`src/rtl/klotski_sort_ctrl.sv`:
```
// rtl/klotski_sort_ctrl.sv - sequences the block sorter, validates its labels and publishes stable boards
module klotski_sort_ctrl #(
   parameter int STABLE_COUNT = 3,
   parameter int TIMEOUT      = 64
) (
   input  logic         i_clk,
   input  logic         i_rst,
   input  logic         i_enable,
   input  logic         i_frame_done,
   input  logic [383:0] i_colors,
   output logic         o_sort_start,
   output logic [383:0] o_sort_blocks,
   input  logic         i_sort_done,
   input  logic [63:0]  i_sort_order,
   output logic [63:0]  o_order,
   output logic         o_order_valid,
   output logic         o_busy,
   output logic         o_err_timeout,
   output logic         o_err_invalid,
   output logic [7:0]   o_drop_cnt
);
   localparam logic [2:0] S_IDLE   = 3'd0;
   localparam logic [2:0] S_START  = 3'd1;
   localparam logic [2:0] S_WAIT   = 3'd2;
   localparam logic [2:0] S_CHECK  = 3'd3;
   localparam logic [2:0] S_DECIDE = 3'd4;

   localparam logic [3:0] STABLE_MAX = 4'(STABLE_COUNT);
   localparam logic [7:0] TIMER_LAST = 8'(TIMEOUT - 1);

   logic [2:0]   state_q, state_d;
   logic [7:0]   timer_q, timer_d;
   logic [3:0]   idx_q, idx_d;
   logic [15:0]  seen_q, seen_d;
   logic         dup_q, dup_d;
   logic [63:0]  cand_q, cand_d;
   logic [63:0]  last_q, last_d;
   logic [3:0]   cnt_q, cnt_d;
   logic [383:0] blocks_q, blocks_d;
   logic [63:0]  order_q, order_d;
   logic         start_q, start_d;
   logic         valid_q, valid_d;
   logic         tmo_q, tmo_d;
   logic         inv_q, inv_d;
   logic         busy_q, busy_d;
   logic [7:0]   drop_q, drop_d;
   logic [3:0]   nib;

   // idx 0 addresses the most significant nibble
   assign nib = cand_q[{~idx_q, 2'b00} +: 4];

   always_comb begin
      state_d  = state_q;
      timer_d  = timer_q;
      idx_d    = idx_q;
      seen_d   = seen_q;
      dup_d    = dup_q;
      cand_d   = cand_q;
      last_d   = last_q;
      cnt_d    = cnt_q;
      blocks_d = blocks_q;
      order_d  = order_q;
      drop_d   = drop_q;
      start_d  = 1'b0;
      valid_d  = 1'b0;
      tmo_d    = 1'b0;
      inv_d    = 1'b0;

      if (i_frame_done && (state_q != S_IDLE) && (drop_q != 8'hFF)) begin
         drop_d = drop_q + 8'd1;
      end

      case (state_q)
         S_IDLE: begin
            if (!i_enable) begin
               cnt_d = 4'd0;
            end else if (i_frame_done) begin
               blocks_d = i_colors;
               start_d  = 1'b1;
               state_d  = S_START;
            end
         end
         S_START: begin
            timer_d = 8'd0;
            state_d = S_WAIT;
         end
         S_WAIT: begin
            if (i_sort_done) begin
               cand_d  = i_sort_order;
               seen_d  = 16'd0;
               dup_d   = 1'b0;
               idx_d   = 4'd0;
               state_d = S_CHECK;
            end else if (timer_q == TIMER_LAST) begin
               tmo_d   = 1'b1;
               cnt_d   = 4'd0;
               state_d = S_IDLE;
            end else begin
               timer_d = timer_q + 8'd1;
            end
         end
         S_CHECK: begin
            if (seen_q[nib]) dup_d = 1'b1;
            seen_d = seen_q | (16'd1 << nib);
            idx_d  = idx_q + 4'd1;
            if (idx_q == 4'd15) state_d = S_DECIDE;
         end
         S_DECIDE: begin
            state_d = S_IDLE;
            if (dup_q) begin
               inv_d = 1'b1;
               cnt_d = 4'd0;
            end else begin
               if (cand_q == last_q) begin
                  if (cnt_q != STABLE_MAX) cnt_d = cnt_q + 4'd1;
               end else begin
                  last_d = cand_q;
                  cnt_d  = 4'd1;
               end
               // a new board reaching the threshold counts as a transition even from a saturated count
               if ((cnt_d == STABLE_MAX) && ((cand_q != last_q) || (cnt_q != STABLE_MAX))) begin
                  order_d = cand_q;
                  valid_d = 1'b1;
               end
            end
         end
         default: state_d = S_IDLE;
      endcase

      busy_d = (state_d != S_IDLE);
   end

   always_ff @(posedge i_clk or posedge i_rst) begin
      if (i_rst) begin
         state_q  <= S_IDLE;
         timer_q  <= '0;
         idx_q    <= '0;
         seen_q   <= '0;
         dup_q    <= 1'b0;
         cand_q   <= '0;
         last_q   <= '0;
         cnt_q    <= '0;
         blocks_q <= '0;
         order_q  <= '0;
         start_q  <= 1'b0;
         valid_q  <= 1'b0;
         tmo_q    <= 1'b0;
         inv_q    <= 1'b0;
         busy_q   <= 1'b0;
         drop_q   <= '0;
      end else begin
         state_q  <= state_d;
         timer_q  <= timer_d;
         idx_q    <= idx_d;
         seen_q   <= seen_d;
         dup_q    <= dup_d;
         cand_q   <= cand_d;
         last_q   <= last_d;
         cnt_q    <= cnt_d;
         blocks_q <= blocks_d;
         order_q  <= order_d;
         start_q  <= start_d;
         valid_q  <= valid_d;
         tmo_q    <= tmo_d;
         inv_q    <= inv_d;
         busy_q   <= busy_d;
         drop_q   <= drop_d;
      end
   end

   assign o_sort_start  = start_q;
   assign o_sort_blocks = blocks_q;
   assign o_order       = order_q;
   assign o_order_valid = valid_q;
   assign o_busy        = busy_q;
   assign o_err_timeout = tmo_q;
   assign o_err_invalid = inv_q;
   assign o_drop_cnt    = drop_q;
endmodule

```
`config.mk`:
```
export PLATFORM = sky130hd
export DESIGN_NAME = klotski_sort_ctrl
export DESIGN_NICKNAME = d
export VERILOG_FILES = /design/src/rtl/klotski_sort_ctrl.sv
export SDC_FILE = /design/constraint.sdc
export NUM_CORES = 1
export LEC_CHECK = 0
export BUFFER_PORTS_ARGS = -buffer_cell sky130_fd_sc_hd__clkbuf_2
export CAP_MARGIN = 20
export CORE_AREA = 2 2 360 362
export CTS_CLUSTER_SIZE = 8
export DETAILED_ROUTE_END_ITERATION = 12
export DIE_AREA = 0 0 362 364
export PLACE_DENSITY = 0.41
export REMOVE_ABC_BUFFERS = 1
export SETUP_SLACK_MARGIN = 0.5
export SLEW_MARGIN = 25
export SYNTH_ARGS = -nofsm -noshare
export SYNTH_HDL_FRONTEND = slang
export SYNTH_SLANG_ARGS = --single-unit
```
`constraint.sdc`:
```
create_clock -name i_clk -period 42.4 [get_ports i_clk]
set_input_delay 8.48 -clock i_clk [delete_from_list [all_inputs] [get_ports i_clk]]
set_output_delay 8.48 -clock i_clk [all_outputs]
set_load 0.01 [all_outputs]
```
==> results of run 1 <==
-- power breakdown --
group          internal (uW)  switching (uW)  leakage [uW]
registers                804             168       0.00806
logic                    286             484       0.00927
clock network            398             282       0.00123
total                   1490             934        0.0186
-- cell families after synthesis --
kind of cell    Yosys count  share of synthesized area (%)
buf+inv                 129                           2.41
simple gates           1462                           22.6
compound gates           41                           1.16
mux                     165                           8.65
fa+ha+maj                 4                          0.199
xor+xnor                 79                           2.75
flops                   625                           62.2
-- worst min-delay path by stage --
stage,end,cells past startpoint
after floorplan,dup_q$_DFFE_PP0P_,2
after global placement,o_sort_blocks[47]$_DFFE_PP0P_,2
after detailed placement,o_sort_blocks[144]$_DFFE_PP0P_,2
after CTS,o_sort_blocks[245]$_DFFE_PP0P_,2
after global routing,o_sort_blocks[245]$_DFFE_PP0P_,2
final,o_sort_blocks[326]$_DFFE_PP0P_,2
-- registers in the layout (all words and copies together) (netlist names), 3 cells and up --
signal and count:
o_order 64, seen_q 16, o_sort_blocks 384, state_q 3, cnt_q 4, o_drop_cnt 8
last_q 64, idx_q 4, cand_q 64, timer_q 8
-- stage by stage --
step           std cells  util, %  setup WS, ps  cell area [um^2]  hold WS [ps]
6_report            5106     26.5         31710             34000           469
5_1_grt             5102     26.5         31480             34000           486
4_1_cts             5099     26.5         31490             34000           474
3_5_place_dp        4990     24.5         30740             31500           461
3_3_place_gp        4989     24.5         30700             31400           459
2_1_floorplan       2380        -         16420             24600           457
-- final cells by class --
cell class	count	share of cell area, %
Multi-Input combinational cell	1751	26.2
Inverter	4	0.0882
Tap cell	1675	6.16
Clock buffer	101	6.86
Sequential cell	625	45.9
Timing Repair Buffer	937	14.2
Antenna cell	5	0.0367
Clock inverter	8	0.533
-- cells in the final DEF, fill, tap and decap left out, types with 4 or more instances in the layout --
cell	n
mux2_4	49
nand2b_1	4
nor2b_1	4
clkbuf_2	913
and2_1	4
buf_4	18
and3_1	6
nor2_1	22
mux2i_1	19
nand2_1	1362
clkbuf_16	91
nand3b_1	6
xnor2_1	71
a22o_1	16
diode_2	5
clkbuf_1	8
nand3_1	9
nor4_1	5
dfrtp_1	625
mux2_2	83
ha_1	4
o21ai_0	13
nand4_1	24
mux4_2	14
xor2_1	8
-- routing by layer --
layer	track usage, %	vias to the layer above	wire length, um
met2	25.4	668	50400
met5	0	-	398
met4	5.82	58	3600
met3	5.66	201	8850
met1	19.3	9881	43500
li1	-	9671	-
-- critical path: stages --
cell and delay [ps]:
clkbuf_2 120, nand3_4 230, inv_8 520, buf_4 860
buf_4 710, nand2_1 150, nand2_1 90
==> results.ini, run 1 <==
[place]
port_buffers = 913
place.gp.congestion = 0.839
dp_hpwl_um = 79900

[cts]
htree_levels = 3
cts_resized = 0
clock_path_buffers = 3
path_clk_slew_ps = 50
cts.sinks = 625
cts_hold_buf = 0
postCtsSetupBuffers = 0
cts_buffers = 90
cts_tree = built
cts_root_buf = clkbuf_16
clk_latency_ps = 680

[finish]
fill_cells = 13900
areaGrowthSynthToFinish_pct = 35.4
nets = 3866
seq_area_um2 = 15600
drive_gt1_share_pct = 34.9
multi_input_area_um2 = 8920

[logic_synthesis]
ys_top_cells_by_area = dfrtp_1 (62%), nand2_1 (20%), mux2_2 (3.7%), mux2_4 (2.9%), xnor2_1 (2.5%)
ys_seq_area_share_pct = 62.2
synthesis.instances = 2505
synthTopCellsByCount = nand2_1 (1363), dfrtp_1 (625), clkbuf_1 (97)
synth.avg_cell_area_um2 = 10.0
synth_top_area_cell = dfrtp_1
netlist_area_um2 = 25100
ys.flop_type = dfrtp_1
ys_types = 43
ys_warn_count = 0
synth.most_common_cell = nand2_1
async_reset_ff_share_pct = 100
synth_edf_count = 0
synth_seq_cells = 625
synth.top_cell.area_share_pct = 62.2

[die]
rows = 132
coreArea_um2 = 128000
die_y_um = 364
die_w_um = 362
initial_utilization_pct = 19.6
die_area_um2 = 132000
io_pins = 914

[sta]
max_slew_margin_pct = 33.1
setup_viol = 0
setup_tns_ps = 0
layout_min_cycle_time_ps = 10690
hold_viol = 0
skew_ps = 32.3
rsz0062_at_grt = false
tightest_slew_ps = 1000
drv_slew = 0
max_clock_freq_mhz = 93.5
min_period_over_period_pct = 25.2

[global_routing]
grt_pass1_wl_um = 150000
antenna_found_initial = 42
grt_usage_pct = 15.7
first_global_vias = 20600
grt_overflow = 0
grt_max_degree = 157

[flow_run]
maxCapViolCount = 0

[detailed_routing]
via_per_inst = 4.01
drt_drc_violations_left = 0
wl_um = 107000
avgRoutedWirePerCell_um = 20.9
first_pass_iters = 6
ant_nets = 0
routed-via-count = 20500
drt_iter0_drc = 1256

[status]
status = finished, final reports clean

[worst_setup_path]
startpoint = i_enable
crit_fanout = 88
endpoint_kind = flop
regToRegEndpoint = o_order[49]$_DFFE_PP0P_
cp.required_ps = 43010
cp.arrival_ps = 11300
reg2reg_depth = 9
critical_path_class = in -> reg
reg2reg_slack_ps = 38410
cp-start-kind = input port
reg2reg_from = cand_q[8]$_DFFE_PP0P_
crit_end = o_sort_blocks[1]$_DFFE_PP0P_

[pwr]
power_uw = 2420
powerDensity_nw_per_um2 = 71.1
p_leak_uw = 0.0186
ir_worst_vdd_mv = 0.0293

[worst_hold_path]
hold_start = o_sort_blocks[326]$_DFFE_PP0P_
hp-class = reg -> reg

Note: power is estimated with default switching activity, not from simulation.
==> run 2, diff against run 1 <==
--- a/config.mk
+++ b/config.mk
@@ -5,13 +5,14 @@
 export SDC_FILE = /design/constraint.sdc
 export NUM_CORES = 1
 export LEC_CHECK = 0
+export ABC_AREA = 1
 export BUFFER_PORTS_ARGS = -buffer_cell sky130_fd_sc_hd__clkbuf_2
 export CAP_MARGIN = 20
-export CORE_AREA = 2 2 360 362
+export CORE_AREA = 2 2 352 354
 export CTS_CLUSTER_SIZE = 8
 export DETAILED_ROUTE_END_ITERATION = 12
-export DIE_AREA = 0 0 362 364
-export PLACE_DENSITY = 0.41
+export DIE_AREA = 0 0 354 356
+export PLACE_DENSITY = 0.43
 export REMOVE_ABC_BUFFERS = 1
 export SETUP_SLACK_MARGIN = 0.5
 export SLEW_MARGIN = 25
==> constraint.sdc (replaced) <==
create_clock -name i_clk -period 8.6 [get_ports i_clk]
set_input_delay 1.72 -clock i_clk [delete_from_list [all_inputs] [get_ports i_clk]]
set_output_delay 1.72 -clock i_clk [all_outputs]
set_load 0.01 [all_outputs]
==> run 2 against run 1 <==
Effect of this change:
- power grew to 4.9 times the previous value
- worst setup slack worse by 27000 ps
- synthesized area is 0.57% higher
- highest routed layer unchanged
- critical path type is now reg -> reg
- clock power grew to 4.8 times the previous value
- die area is 4.4% lower
- first-iteration DRC count is 7.2% higher
- final area is 0.10% lower
- combinational power grew to 5.2 times the previous value
- final cell count is 6.6% higher
- hold slack worse by 3.5 ps
- critical path depth is 4 higher
- clock skew is 6.5 ps higher
==> results.ini, run 2 <==
[status]
status = finished, final reports clean

[logic_synthesis]
synth_seq_cells = 625
synth.most_common_cell = nand2_1
synth.avg_cell_area_um2 = 8.70
ys_types = 36
ys_warn_count = 0
synth_edf_count = 0
ys_top_cells_by_area = dfrtp_1 (62%), nand2_1 (23%), o21ai_0 (2.5%), xnor2_1 (2.0%), nand4_1 (1.9%)
synthesis.instances = 2908
netlist_area_um2 = 25300
async_reset_ff_share_pct = 100
synth.top_cell.area_share_pct = 61.8
synthTopCellsByCount = nand2_1 (1562), dfrtp_1 (625), o21ai_0 (126)
ys_seq_area_share_pct = 61.8
ys.flop_type = dfrtp_1
synth_top_area_cell = dfrtp_1

[sta]
tightest_slew_ps = 1000
layout_min_cycle_time_ps = 4210
skew_ps = 38.7
setup_tns_ps = 0
hold_viol = 0
max_clock_freq_mhz = 237
setup_viol = 0
rsz0062_at_grt = false
whs_ps = 465
drv_slew = 0
min_period_over_period_pct = 49.0
max_slew_margin_pct = 33.2

[cts]
cts.sinks = 625
htree_levels = 3
cts_tree = built
clk_latency_ps = 690
cts_hold_buf = 0
cts_root_buf = clkbuf_16
clock_path_buffers = 3
path_clk_slew_ps = 50
cts_resized = 0
postCtsSetupBuffers = 0
cts_buffers = 90

[detailed_routing]
ant_nets = 0
avgRoutedWirePerCell_um = 21.1
via_per_inst = 4.15
drt_drc_violations_left = 0
wl_um = 115000
routed-via-count = 22600
drt_iter0_drc = 1347
first_pass_iters = 5

[finish]
areaGrowthSynthToFinish_pct = 34.5
nets = 4240
final_common_cell = nand2_1
final_cell_mix = nand2_1 (1561), clkbuf_2 (913), dfrtp_1 (625), o21ai_0 (126), inv_1 (91)
largest_reg_flops = 384
fill_cells = 13500
drive_gt1_share_pct = 27.9

[flow_run]
maxCapViolCount = 0

[global_routing]
grt_usage_pct = 17.8
grt_overflow = 0
grt_pass1_wl_um = 163000
first_global_vias = 22800
antenna_found_initial = 48
grt_max_degree = 198

[die]
coreArea_um2 = 123000
die_w_um = 354
die_y_um = 356
io_pins = 914
rows = 129
initial_utilization_pct = 20.6
die_area_um2 = 126000

[worst_setup_path]
reg2reg_depth = 11
cp.required_ps = 9140
critical_path_class = reg -> reg
cp-start-kind = flop
endpoint_kind = flop
crit_fanout = 65
cp.arrival_ps = 4750

[pwr]
powerDensity_nw_per_um2 = 350
ir_worst_vdd_mv = 0.175
p_leak_uw = 0.0186

[place]
port_buffers = 913
dp_hpwl_um = 86300
place.gp.congestion = 0.872

[worst_hold_path]
hp-class = reg -> reg
min_path_cells = 2

## run 2: cell count changes after synthesis, sizes merged, moves of 33 or more
cell,previous run,this run
inv,4,96
o21ai,13,129
mux2,132,1
a21oi,5,38
nand2,1363,1563
nand3,10,80
nand4,24,78
## run 2: path summary, 6_finish.rpt
path | start | end | slack (ps)
setup / recovery | state_q[0]$_DFF_PP0_ | o_order[0]$_DFFE_PP0P_ | 4390
max in group asynchronous | i_rst | cand_q[2]$_DFFE_PP0P_ | 5860
hold reg to reg | o_sort_blocks[360]$_DFFE_PP0P_ | o_sort_blocks[360]$_DFFE_PP0P_ | 470
min in group asynchronous | i_rst | o_sort_blocks[102]$_DFFE_PP0P_ | 1170
hold / removal | o_sort_blocks[360]$_DFFE_PP0P_ | o_sort_blocks[360]$_DFFE_PP0P_ | 470
setup reg to reg | state_q[0]$_DFF_PP0_ | o_order[0]$_DFFE_PP0P_ | 4390
## run 2: kinds of logic (layout without fill, tap and decap cells)
family	count (synthesis)	in the layout	synth area share (%)
AOI/OAI and AO/OA	187	187	3.83
xor gates and xnor gates	66	66	2.29
adders and majority gates	4	4	0.198
buffers and inverters	254	1143	4.11
DFF	625	625	61.8
muxes	1	1	0.0445
other	0	7	0
and+or+nand+nor	1771	1771	27.7
## run 2: power breakdown
| group | total (uW) | leakage, uW | switching [uW] | internal, uW |
|---|---|---|---|---|
| combinational | 4000 | 0.00936 | 2660 | 1340 |
| clock | 3250 | 0.00119 | 1380 | 1870 |
| sequential | 4660 | 0.00806 | 697 | 3960 |
| total | 11900 | 0.0186 | 4750 | 7170 |
## run 2: area by class of cell
class	instances	area (um^2)	share of cell area, %
flip-flops and latches	625	15600	46.0
multi-input cells	2029	8640	25.4
repair buffers	939	4850	14.3
clock buffers	95	2280	6.71
well taps	1637	2050	6.02
inverters	98	384	1.13
clock inverters	11	153	0.449
diodes	7	17.5	0.0515
## run 2: through the flow
step / cells / setup WS [ps] / total power [uW] / util [%] / area [um^2]
global placement: 5327 / 3970 / 8770 / 25.7 / 31500
global route: 5435 / 4100 / 12700 / 27.7 / 34000
finish: 5441 / 4390 / 11900 / 27.7 / 34000
CTS: 5433 / 4310 / 12100 / 27.7 / 34000
detailed placement: 5327 / 3950 / 8790 / 25.7 / 31500
floorplan: 2752 / -18150 / 6660 / - / 24600
## run 2: per-layer routing
layer | share of wire (%) | wire length (um) | GRT usage [%]
met1 | 39 | 44800 | 20.6
met2 | 46 | 53100 | 28.3
met3 | 9.5 | 11000 | 7.57
met4 | 4.9 | 5640 | 8.52
met5 | 0.45 | 520 | 0
## run 2: worst max-delay path, stage by stage (launching register included)
cell	delay (ps)
dfrtp_1	410
nor2_1	230
nand2_1	130
nor2_2	90
buf_4	330
nand2_4	360
nand2_2	130
buf_4	700
nand3_2	900
buf_4	570
nand2_1	120
nand2_1	50
